--- config.mk ---
export PLATFORM = sky130hd
export DESIGN_NAME = page_walker
export DESIGN_NICKNAME = d
export VERILOG_FILES = /design/src/rtl/page_walker.sv
export SDC_FILE = /design/constraint.sdc
export NUM_CORES = 1
export LEC_CHECK = 0
export CAP_MARGIN = 20
export CORE_AREA = 8 8 139 102
export CTS_BUF_LIST = sky130_fd_sc_hd__clkbuf_4 sky130_fd_sc_hd__clkbuf_8
export DETAILED_ROUTE_END_ITERATION = 8
export DIE_AREA = 0 0 147 110
export GPL_TIMING_DRIVEN = 1
export PLACE_DENSITY = 0.82
export REMOVE_ABC_BUFFERS = 1
export SLEW_MARGIN = 30
export SYNTH_ARGS = -nofsm -noshare
export SYNTH_HDL_FRONTEND = slang
export SYNTH_SLANG_ARGS = --single-unit
--- constraint.sdc ---
create_clock -name clk -period 2.05 [get_ports clk]
set_input_delay 0.615 -clock clk [delete_from_list [all_inputs] [get_ports clk]]
set_output_delay 0.615 -clock clk [all_outputs]
set_load 0.01 [all_outputs]
--- src/rtl/page_walker.sv ---
// Single-level page-table walker: turns a dTLB miss into one PTE read,
// then refills the dTLB or reports a page fault. Handles flush at every stage.
module page_walker #(
    parameter int VPN_W = 20,
    parameter int PPN_W = 8,
    parameter int CNT_W = 16
) (
    input  logic             clk,
    input  logic             rst,
    input  logic [31:0]      ptbr,
    input  logic             miss_valid,
    input  logic [VPN_W-1:0] miss_vpn,
    output logic             miss_ready,
    input  logic             flush,
    output logic             mem_req,
    output logic [31:0]      mem_addr,
    input  logic             mem_gnt,
    input  logic             mem_rvalid,
    input  logic [31:0]      mem_rdata,
    output logic             write_en,
    output logic [VPN_W-1:0] write_vpn,
    output logic [PPN_W-1:0] write_ppn,
    output logic             fault,
    output logic [VPN_W-1:0] fault_vpn,
    output logic             busy,
    output logic [CNT_W-1:0] fill_cnt,
    output logic [CNT_W-1:0] fault_cnt
);

    typedef enum logic [2:0] {
        ST_IDLE  = 3'd0,
        ST_REQ   = 3'd1,
        ST_WAIT  = 3'd2,
        ST_FILL  = 3'd3,
        ST_FAULT = 3'd4,
        ST_DRAIN = 3'd5
    } state_t;

    state_t            state_r;
    state_t            state_s;
    logic [VPN_W-1:0]  vpn_r;
    logic [PPN_W-1:0]  ppn_r;
    logic [31:0]       addr_r;
    logic [CNT_W-1:0]  fill_cnt_r;
    logic [CNT_W-1:0]  fault_cnt_r;
    logic [31:0]       pte_off_s;
    logic              accept_s;
    logic              ppn_ld_s;
    logic              fill_inc_s;
    logic              fault_inc_s;
    logic              miss_ready_s;
    logic              mem_req_s;
    logic              write_en_s;
    logic              fault_s;

    function automatic logic [CNT_W-1:0] sat_inc(input logic [CNT_W-1:0] v);
        sat_inc = (v == {CNT_W{1'b1}}) ? v : v + CNT_W'(1);
    endfunction

    assign pte_off_s = 32'({miss_vpn, 2'b00});

    // Next-state and control decode; outputs follow state and flush in the same
    // cycle so a flush can drop mem_req and suppress refill/fault immediately.
    always_comb begin
        state_s      = state_r;
        accept_s     = 1'b0;
        ppn_ld_s     = 1'b0;
        fill_inc_s   = 1'b0;
        fault_inc_s  = 1'b0;
        miss_ready_s = 1'b0;
        mem_req_s    = 1'b0;
        write_en_s   = 1'b0;
        fault_s      = 1'b0;
        case (state_r)
            ST_IDLE: begin
                miss_ready_s = ~flush;
                if (miss_valid && !flush) begin
                    accept_s = 1'b1;
                    state_s  = ST_REQ;
                end else begin
                    state_s  = ST_IDLE;
                end
            end
            ST_REQ: begin
                mem_req_s = ~flush;
                if (mem_gnt) begin
                    // a granted request must have its response drained
                    state_s = flush ? ST_DRAIN : ST_WAIT;
                end else if (flush) begin
                    state_s = ST_IDLE;
                end else begin
                    state_s = ST_REQ;
                end
            end
            ST_WAIT: begin
                if (mem_rvalid) begin
                    // flush coinciding with the response: nothing left to drain
                    if (flush) begin
                        state_s = ST_IDLE;
                    end else if (mem_rdata[31]) begin
                        ppn_ld_s = 1'b1;
                        state_s  = ST_FILL;
                    end else begin
                        state_s  = ST_FAULT;
                    end
                end else if (flush) begin
                    state_s = ST_DRAIN;
                end else begin
                    state_s = ST_WAIT;
                end
            end
            ST_FILL: begin
                state_s = ST_IDLE;
                if (!flush) begin
                    write_en_s = 1'b1;
                    fill_inc_s = 1'b1;
                end else begin
                    write_en_s = 1'b0;
                    fill_inc_s = 1'b0;
                end
            end
            ST_FAULT: begin
                state_s = ST_IDLE;
                if (!flush) begin
                    fault_s     = 1'b1;
                    fault_inc_s = 1'b1;
                end else begin
                    fault_s     = 1'b0;
                    fault_inc_s = 1'b0;
                end
            end
            ST_DRAIN: begin
                if (mem_rvalid) begin
                    state_s = ST_IDLE;
                end else begin
                    state_s = ST_DRAIN;
                end
            end
            default: begin
                state_s = ST_IDLE;
            end
        endcase
    end

    // State register
    always_ff @(posedge clk or negedge rst) begin
        if (!rst) begin
            state_r <= ST_IDLE;
        end else begin
            state_r <= state_s;
        end
    end

    // Walk context: VPN and PTE address captured at acceptance, PPN on valid PTE
    always_ff @(posedge clk or negedge rst) begin
        if (!rst) begin
            vpn_r  <= {VPN_W{1'b0}};
            addr_r <= 32'd0;
            ppn_r  <= {PPN_W{1'b0}};
        end else begin
            if (accept_s) begin
                vpn_r  <= miss_vpn;
                addr_r <= ptbr + pte_off_s;
            end
            if (ppn_ld_s) begin
                ppn_r <= mem_rdata[PPN_W-1:0];
            end
        end
    end

    // Saturating statistics counters
    always_ff @(posedge clk or negedge rst) begin
        if (!rst) begin
            fill_cnt_r  <= {CNT_W{1'b0}};
            fault_cnt_r <= {CNT_W{1'b0}};
        end else begin
            if (fill_inc_s) begin
                fill_cnt_r <= sat_inc(fill_cnt_r);
            end
            if (fault_inc_s) begin
                fault_cnt_r <= sat_inc(fault_cnt_r);
            end
        end
    end

    assign miss_ready = miss_ready_s;
    assign mem_req    = mem_req_s;
    assign mem_addr   = addr_r;
    assign write_en   = write_en_s;
    assign write_vpn  = vpn_r;
    assign write_ppn  = ppn_r;
    assign fault      = fault_s;
    assign fault_vpn  = vpn_r;
    assign busy       = (state_r != ST_IDLE);
    assign fill_cnt   = fill_cnt_r;
    assign fault_cnt  = fault_cnt_r;

endmodule

# Word-level counts from Yosys, hierarchy flattened
# Index checks and enable logic that the tools add are counted.
[word_totals]
regBits = 95
elab_cells = 45
output_inout_bits = 117
[op_classes]
n_mux = 20
reduce_logical = 6
n_addsub = 3
n_bitwise = 3
eq_ne = 7
[ops]
columns = ["operator", "count"]
rows = [
  ["$add A16 B1 Y16 const B", 2],
  ["$add A32 B22 Y32", 1],
  ["$eq A16 B16 Y1 const B", 2],
  ["$mux W3", 6],
  ["$mux W1", 13],
  ["$pmux W3 S4", 1],
  ["$eq A3 B2 Y1 const B", 2],
  ["$eq A3 B3 Y1 const B", 2],
  ["$reduce_and A2 Y1", 2],
  ["$eq A3 B1 Y1 const B", 1],
  ["$logic_not A3 Y1", 1],
  ["$not A1 Y1", 3],
  ["$reduce_bool A3 Y1", 1],
  ["$logic_and A1 B1 Y1", 1],
  ["$logic_not A1 Y1", 1],
]

# Logic depth before layout (Yosys ltp)
# Gate-level depths: netlist (run 1).
[depth]
ltp_word = 4
depth_mapped = 10

# Worst setup path before layout (run 1)
# No wires, ideal clock.
[synth_timing]
path_type = "input to register"
from = "input ptbr[2]"
to = "register addr_r[10] (netlist: mem_addr[10])"
stages = 10
path_buffers = 0
slack_ns = -0.435
required_time_ns = 1.981
arrival_ns = 2.416
cell_sequence = "ha_1 > inv_1 > fa_1 > or2b_1 > a21oi_1 > o21ai_0 > nand2b_1 > a21oi_1 > or4b_1 > nand3_1"
[synth_via]
elab_chain_cells = 1
[synth_lines]
columns = ["item", "line_no", "source"]
rows = [
  ["from (decl)", "10", "input logic [31:0] ptbr,"],
  ["$add A32 B22 Y32", "163", "addr_r <= ptbr + pte_off_s;"],
  ["to (signal assigned)", "163", ""],
  ["to (decl)", "43", "logic [31:0] addr_r;"],
]
# Every way passes these cells.
# A chain may end at the register's enable or synchronous reset.

# Worst setup path after layout (run 1)
[layout_timing]
from = "input miss_vpn[0]"
to = "register addr_r[18] (netlist: mem_addr[18])"
[layout_via]
elab_chain_cells = 1
[layout_lines]
columns = ["item", "line_no", "source"]
rows = [
  ["from (decl)", "12", "input logic [VPN_W-1:0] miss_vpn,"],
  ["$add A32 B22 Y32", "163", ""],
]
# Every way passes these cells.

==> metrics.sh, run 1 <==
RUN_STATUS='finished, violations left'
VIOLATIONS_IN_THE_FINAL_REPORTS='negative setup slack'
DPL.CELL_COUNT=945
CP_CELL_SEQUENCE='buf_8 > ha_4 > inv_2 > fa_2 > or2b_1 > a21oi_4 > buf_6 > o31ai_4 > o21ai_1 > buf_4 > a41o_1 > xnor2_1 > o21ai_1'
ROUTE.DETAILED.DRC=0
POSTROUTEANTENNANETS=0
CLOCK-SINKS=95
SHARE_COMB_OF_TOTAL_POWER_PCT=51.3
PWR-SHARE-SEQ_PCT=33.8
LAYOUT_WORST_PATH_CYCLE_SHARE_PCT=111
SYNTHCELLS=530
CTSROOTBUFFERMASTER='clkbuf_8'
PLACE.PORT_BUFFERS=183
SYNTH-SEQ-AREA-SHARE_PCT=44.2
YOSYSTOPAREACELL='dfrtp_1'
SYNTH_MOST_COMMON_CELL='dfrtp_1'
CTS_INSERTED_BUFFERS=9
FIRST_GLOBAL_VIAS=5694
CP-START-KIND='input pin'
FINAL_LAYOUT_SIZE_SUFFIX_GT1_SHARE_PCT=40.6
FINALPOWER_mW=8.83
CRITICAL_PATH.TOP_DELAY_FAMILY='compound AO/OA/AOI/OAI gates'
GLOBALPLACE.CONGESTION=0.907
SETUP_VIOL=20
VDD_IR_DROP_MAX_uV=710
CLK_PATH_BUF_DEPTH=2
HOLDCRITPATHCLASS='in2async'
DRT_FIRST_ITER_VIOLATIONS=276
CRITPATHMAXSTAGEDELAY_NS=0.35
NETLIST-CELL-TYPE-COUNT=57
CRITICAL_PATH_ARRIVAL_NS=2.52
FLOORPLAN.INITIALDENSITY_PCT=44.5
CP-STARTPOINT='miss_vpn[0]'
SYNTH.AVG_CELL_AREA_UM2=10.2
MOST_COMMON_CELL_ON_CRIT_PATH='o21ai_1'
SYNTH.TOP_CELLS.BY_AREA='dfrtp_1 (44%), mux2_2 (6.9%), xnor2_1 (6.0%), ha_1 (5.6%), nand2_1 (4.2%)'
CRITICAL_PATH_BUF_INV_COUNT=4
RR_STARTPOINT='fault_cnt[9]$_DFFE_PN0P_'
SWITCHING_POWER_mW=3.11
IOS=207
POST_SYNTH_MOST_FREQUENT_CELLS='dfrtp_1 (95), nand2_1 (60), o21ai_0 (43)'
WIRE_PER_INST_UM=18.7
POWER.DENSITY_CELL_AREA_nW_PER_UM2=961
FILL_CELLS=773
CLOCK_POWER_SHARE_PCT=14.9
GR-TOTAL-OVERFLOW=0
TRACK_USAGE_PCT=22.2
POWER_SWITCHING_SHARE_PCT=35.3
SYN_AREA_UM2=5380
POWER_REPORT.INTERNAL_TOTAL_mW=5.71
SYNTHARSTFLOPSHARE_PCT=100
CAP_VIOL_MAX_COUNT=0
FINALHOLDVIOLATIONS=0
POSTLAYOUTCOREUTIL_PCT=76.0
REPORT.FINAL.SLEW_VIOL_COUNT=0
DIEHEIGHT_UM=110
DRT-TOTAL-WL_MM=18.8
SYN_TO_FINAL_GROWTH_PCT=70.7
TIMING_WORST_SETUP_PATH_TYPE='in2reg'
WIRE_LENGTH_OF_THE_FIRST_GLOBAL_ROUTING_PASS_MM=29.0
DESIGN.FINAL.NETS=950
WORST_SKEW_PAIR.LATE_LATENCY_NS=0.36
DETAILED_PLACE_HPWL_MM=13.2
ANTENNA_FOUND_INITIAL=1
CP_MAX_FO=2
POWER_LEAKAGE_nW=4.03
CP-END-KIND='register'
YOSYS.AREA.TOP_TYPE_SHARE_PCT=44.2
TIGHTESTPINTRANSITION_NS=0.446
FIN_TNS_SETUP_NS=-2.46
FIRSTDRTPASSITERS=4
CTS-HOLD-FIX-BUFFERS=0
SYNTH_EDF_COUNT=0
CRITPATHREQUIREDTIME_NS=2.29
CTSHTREEMAXLEVEL=3
MOST_FREQUENTLY_USED_FLOP_MASTER_AFTER_SYNTHESIS='dfrtp_1'
FMAX_MHz=440
RELSLEWSLACK_PCT=70.1
YOSYSWARNINGS=0
DIE_W_UM=147
GRT_SETUP_UNREPAIRED='yes'
POST-ROUTE-WORST-SETUP-SLACK_NS=-0.222
FINAL_CELLS=1003
AVGVIACOUNTPERCELL=5.33
CORE_AREA_UM2=12100
DIE_AREA_UM2=16200
SYNTH.FF_LATCH_COUNT=95
FINAL_WORST_PATH_PERIOD_NEED_NS=2.27
TRITONCTS='done'
CLOCK_TRANSITION_AT_PATH_REGS_NS=0.10
NUM_ROWS=34
GRT_MAX_DEGREE=36
DR_TOTAL_VIAS=5344
CPMAXSTAGEDELAYCELL='fa_2'
TIMING.CLOCK.SKEW_NS=0.0125
what timing repair did:
action | 4_1_cts | 5_1_grt
resized for setup | 259 | 65
endpoints found under the hold margin | 0 | 0
setup buffers | 21 | 24
setup endpoints to repair | 73 | 49
pin swaps | 73 | 53
per-stage QoR:
stage	hold WS [ns]	setup slack, ns	instance area, µm²
2_1_floorplan	0.319	-1.27	5150
3_3_place_gp	0.461	-1.18	8010
3_5_place_dp	0.475	-1.23	8010
4_1_cts	0.179	-0.164	8870
5_1_grt	0.180	-0.281	9180
6_report	0.170	-0.222	9180
layer usage:
metal,GRT usage [%],wire length [µm],vias to the layer above
met3,5.83,1100,39
li1,-,-,2483
met5,0,0,-
met2,38.9,9450,196
met4,7.83,537,0
met1,26.4,7690,2626
cell type report:
cell class | instances | area (µm²) | area share (%)
antenna | 1 | 2.50 | 0.0273
clock buffer | 10 | 131 | 1.43
clock inverter | 6 | 67.6 | 0.736
inverter | 13 | 48.8 | 0.531
multi-input combinational | 386 | 3430 | 37.3
sequential | 95 | 2390 | 26.0
tap | 162 | 203 | 2.21
timing repair buffer | 330 | 2910 | 31.7
state kept, by name, summed over array words and instances (netlist names):
signal,flops
fault_vpn,20
state_r,3
fill_cnt,16
mem_addr,32
fault_cnt,16
write_ppn,8
final timing paths:
| path | endpoint | slack [ns] | cells past startpoint |
|---|---|---|---|
| max in group asynchronous | fault_cnt[3]$_DFFE_PN0P_ | 1.31 | 2 |
| worst max-delay path | mem_addr[18]$_DFFE_PN0P_ | -0.22 | 13 |
| worst max register to register | fault_cnt[15]$_DFFE_PN0P_ | 0.09 | 6 |
| worst min register to register | fault_cnt[12]$_DFFE_PN0P_ | 0.50 | 1 |
| worst min-delay path | fault_vpn[8]$_DFFE_PN0P_ | 0.17 | 1 |
| min in group clk | fault_vpn[0]$_DFFE_PN0P_ | 0.49 | 2 |
power groups by stage:
stage	Combinational (mW)	Clock, mW	Sequential, mW
CTS	4.32	1.33	2.99
floorplan	1.05	0	3.36
detailed placement	4.04	0	3.01
global placement	3.94	0	2.95
finish	4.53	1.31	2.99
global route	4.82	1.42	3.06
cell families after synthesis:
logic type | Yosys count | synth area share (%)
compound gates | 108 | 13.1
xor+xnor | 56 | 9.12
fa+ha+maj | 25 | 5.95
buf+inv | 49 | 5.14
flops | 95 | 44.2
mux | 33 | 6.91
simple gates | 164 | 15.6
worst register-to-register path, delay by kind of cell, from the launching register on:
family          cells  cell delay (ns)
compound gates      1             0.40
xor+xnor            1             0.15
flops               1             0.43
simple gates        4             0.88
cells in the final DEF (no fill, tap or decap), types with 6 or more instances in the layout:
master,instances
dlygate4sd2_1,12
clkdlybuf4s50_1,133
dfrtp_1,85
nor2_2,7
mux2_2,32
buf_4,136
nand2_2,7
ha_4,20
o211ai_1,6
o21ai_1,28
nor2_1,15
buf_6,18
nand4_1,15
a21oi_2,11
a21oi_1,11
nand2_1,52
o21ai_0,11
xnor2_1,32
clkbuf_8,9
xor2_1,19
clkbuf_2,6
buf_2,14
a21o_1,6
dfrtp_2,10
nand3_1,17
inv_1,9
Note: power is estimated with default switching activity, not from simulation.
==> inputs of run 2 (changes only) <==
Clock period 2.05 ns to 2.5 ns, I/O delays scaled along.
==> run 2 against run 1 <==
Compared with the run above: the run still ends with negative setup slack left; largest cell class unchanged; worst hold slack improved by 0.13 ns; via count fell by 7.5%; total power fell by 21%.
==> metrics.sh, run 2 (synthesis gave the netlist of run 1 again) <==
RUN_STATUS='finished, violations left'
VIOLATIONS_IN_THE_FINAL_REPORTS='negative setup slack'
FINALHOLDVIOLATIONS=0
IOS=207
POWER_REPORT.INTERNAL_TOTAL_mW=4.53
TIMING_WORST_SETUP_PATH_TYPE='in2reg'
SWITCHING_POWER_mW=2.42
LAYOUT_WORST_PATH_CYCLE_SHARE_PCT=100
GLOBALPLACE.CONGESTION=0.887
TRITONCTS='done'
POWER_LEAKAGE_nW=3.68
R2R_END='fault_cnt[15]$_DFFE_PN0P_'
GRT-BUSIEST-LAYER='met2'
FINAL_LAYOUT_SIZE_SUFFIX_GT1_SHARE_PCT=28.5
CORE_AREA_UM2=12100
WIRE_LENGTH_OF_THE_FIRST_GLOBAL_ROUTING_PASS_MM=26.7
POST-ROUTE-WORST-SETUP-SLACK_NS=-0.00972
POSTROUTEANTENNANETS=0
RELSLEWSLACK_PCT=68.6
MOSTFREQUENTLAYOUTCELL='clkdlybuf4s50_1'
CLOCK_TRANSITION_AT_PATH_REGS_NS=0.10
DIE_AREA_UM2=16200
CP-END-KIND='register'
RR_STARTPOINT='fault_cnt[7]$_DFFE_PN0P_'
DIE_W_UM=147
CAP_VIOL_MAX_COUNT=0
FIRSTDRTPASSITERS=5
DRT-TOTAL-WL_MM=17.0
CP-START-KIND='input pin'
CPMAXSTAGEDELAYCELL='or3_4'
TRACK_USAGE_PCT=20.3
ANTENNA_DIODE_COUNT=0
NUM_ROWS=34
CLOCK_POWER_SHARE_PCT=15.8
SYN_TO_FINAL_GROWTH_PCT=59.6
AVGVIACOUNTPERCELL=5.21
CTSHTREEMAXLEVEL=3
AREA_OF_THE_MULTI_INPUT_GATES_UM2=3190
TIGHTESTPINTRANSITION_NS=0.469
LARGEST_REGISTER_FFS=32
DIEHEIGHT_UM=110
DESIGN.FINAL.NETS=897
FLOORPLAN.INITIALDENSITY_PCT=44.5
GRT_UTIL_MET3_PCT=5.79
WIRE_PER_INST_UM=17.9
WORST_SKEW_PAIR.LATE_LATENCY_NS=0.37
CRITPATHREQUIREDTIME_NS=2.75
FIRST_GLOBAL_VIAS=5199
FIN_TNS_SETUP_NS=-0.00972
HOLD_WS_NS=0.299
CLK_PATH_BUF_DEPTH=2
VDD_IR_DROP_MAX_uV=532
CRITPATHMAXSTAGEDELAY_NS=0.41
CLOCK-SINKS=95
TIMING.CLOCK.SKEW_NS=0.00993
PWR-SHARE-SEQ_PCT=35.2
CP_MAX_FO=4
GRT.MET2_USAGE_PCT=34.8
REGTOREGSETUPSLACK_NS=0.51
POWER_SWITCHING_SHARE_PCT=34.9
WORST_R2R_PATH_DEPTH=6
SHARE_COMB_OF_TOTAL_POWER_PCT=49.0
FINALPOWER_mW=6.95
CRITICAL_PATH_BUF_INV_COUNT=1
DRT_FIRST_ITER_VIOLATIONS=198
CP_CELL_SEQUENCE='dlygate4sd2_1 > ha_4 > a21oi_2 > nand2_2 > or3_4 > o211ai_1 > o21bai_1 > xnor2_1 > o21ai_1'
MOST-COMMON-LAYOUT-CELLS='clkdlybuf4s50_1 (149), dfrtp_1 (94), buf_4 (91)'
CTS_INSERTED_BUFFERS=9
FINAL_WORST_PATH_PERIOD_NEED_NS=2.51
SETUP_VIOL=1
CRITICAL_PATH.TOP_DELAY_FAMILY='compound AO/OA/AOI/OAI gates'
GRT_SETUP_UNREPAIRED='yes'
ROUTE.DETAILED.DRC=0
POWER.DENSITY_CELL_AREA_nW_PER_UM2=810
ANTENNA_FOUND_INITIAL=0
FILL_CELLS=875
PLACE.PORT_BUFFERS=183
REPORT.FINAL.SLEW_VIOL_COUNT=0
DR_TOTAL_VIAS=4941
GR-TOTAL-OVERFLOW=0
DETAILED_PLACE_HPWL_MM=12.8
CTSROOTBUFFERMASTER='clkbuf_8'
CRITICAL_PATH_ARRIVAL_NS=2.76
HOLDCRITPATHCLASS='in2async'
GRT.MET1_USAGE_PCT=25.1
FMAX_MHz=398
GRT_MAX_DEGREE=37
SEQCELLAREA_UM2=2380
[run 2: worst max-delay path by stage]
| stage | from | cells past startpoint | slack [ns] | end |
|---|---|---|---|---|
| final | ptbr[13] | 9 | -0.01 | mem_addr[23]$_DFFE_PN0P_ |
| after global routing | miss_vpn[11] | 9 | -0.09 | mem_addr[23]$_DFFE_PN0P_ |
| after CTS | ptbr[12] | 9 | 0.005 | mem_addr[23]$_DFFE_PN0P_ |
| after detailed placement | miss_vpn[0] | 12 | -0.93 | mem_addr[30]$_DFFE_PN0P_ |
| after global placement | miss_vpn[0] | 12 | -0.84 | mem_addr[30]$_DFFE_PN0P_ |
| after floorplan | flush | 4 | -0.95 | mem_addr[10]$_DFFE_PN0P_ |
[run 2: through the flow]
stage | utilization, % | instances | cell area, µm² | setup slack [ns]
CTS | 68.9 | 943 | 8320 | 0.00454
floorplan | - | 494 | 5150 | -0.953
detailed placement | 64.5 | 918 | 7790 | -0.932
global placement | 64.5 | 918 | 7790 | -0.837
global route | 71.1 | 949 | 8590 | -0.0859
finish | 71.1 | 949 | 8590 | -0.00972
[run 2: final cells by class]
| class | instances | share of cell area (%) |
|---|---|---|
| flip-flops and latches | 95 | 27.7 |
| multi-input cells | 386 | 37.1 |
| well taps | 162 | 2.36 |
| inverters | 13 | 0.568 |
| repair buffers | 277 | 29.8 |
| clock inverters | 6 | 0.904 |
| clock buffers | 10 | 1.53 |
[run 2: power groups by stage]
stage	logic [mW]	clock network, mW	registers, mW
after detailed placement	3.24	0	2.47
final	3.41	1.10	2.45
after global routing	3.64	1.19	2.52
after CTS	3.34	1.13	2.44
after global placement	3.18	0	2.42
after floorplan	0.863	0	2.76
[run 2: timing repair]
action / in CTS / in global routing
setup endpoints to repair: 26 / 21
cloned: 0 / 0
hold buffers: 0 / 0
pin swaps: 34 / 40
gates resized for setup: 105 / 58
setup buffers: 9 / 7
[run 2: per-layer routing]
layer  wire length [µm]  vias to the layer above
met5                  0                        -
met4                230                        0
met3               1070                       20
met2               8460                      142
met1               7210                     2412
li1                   -                     2367
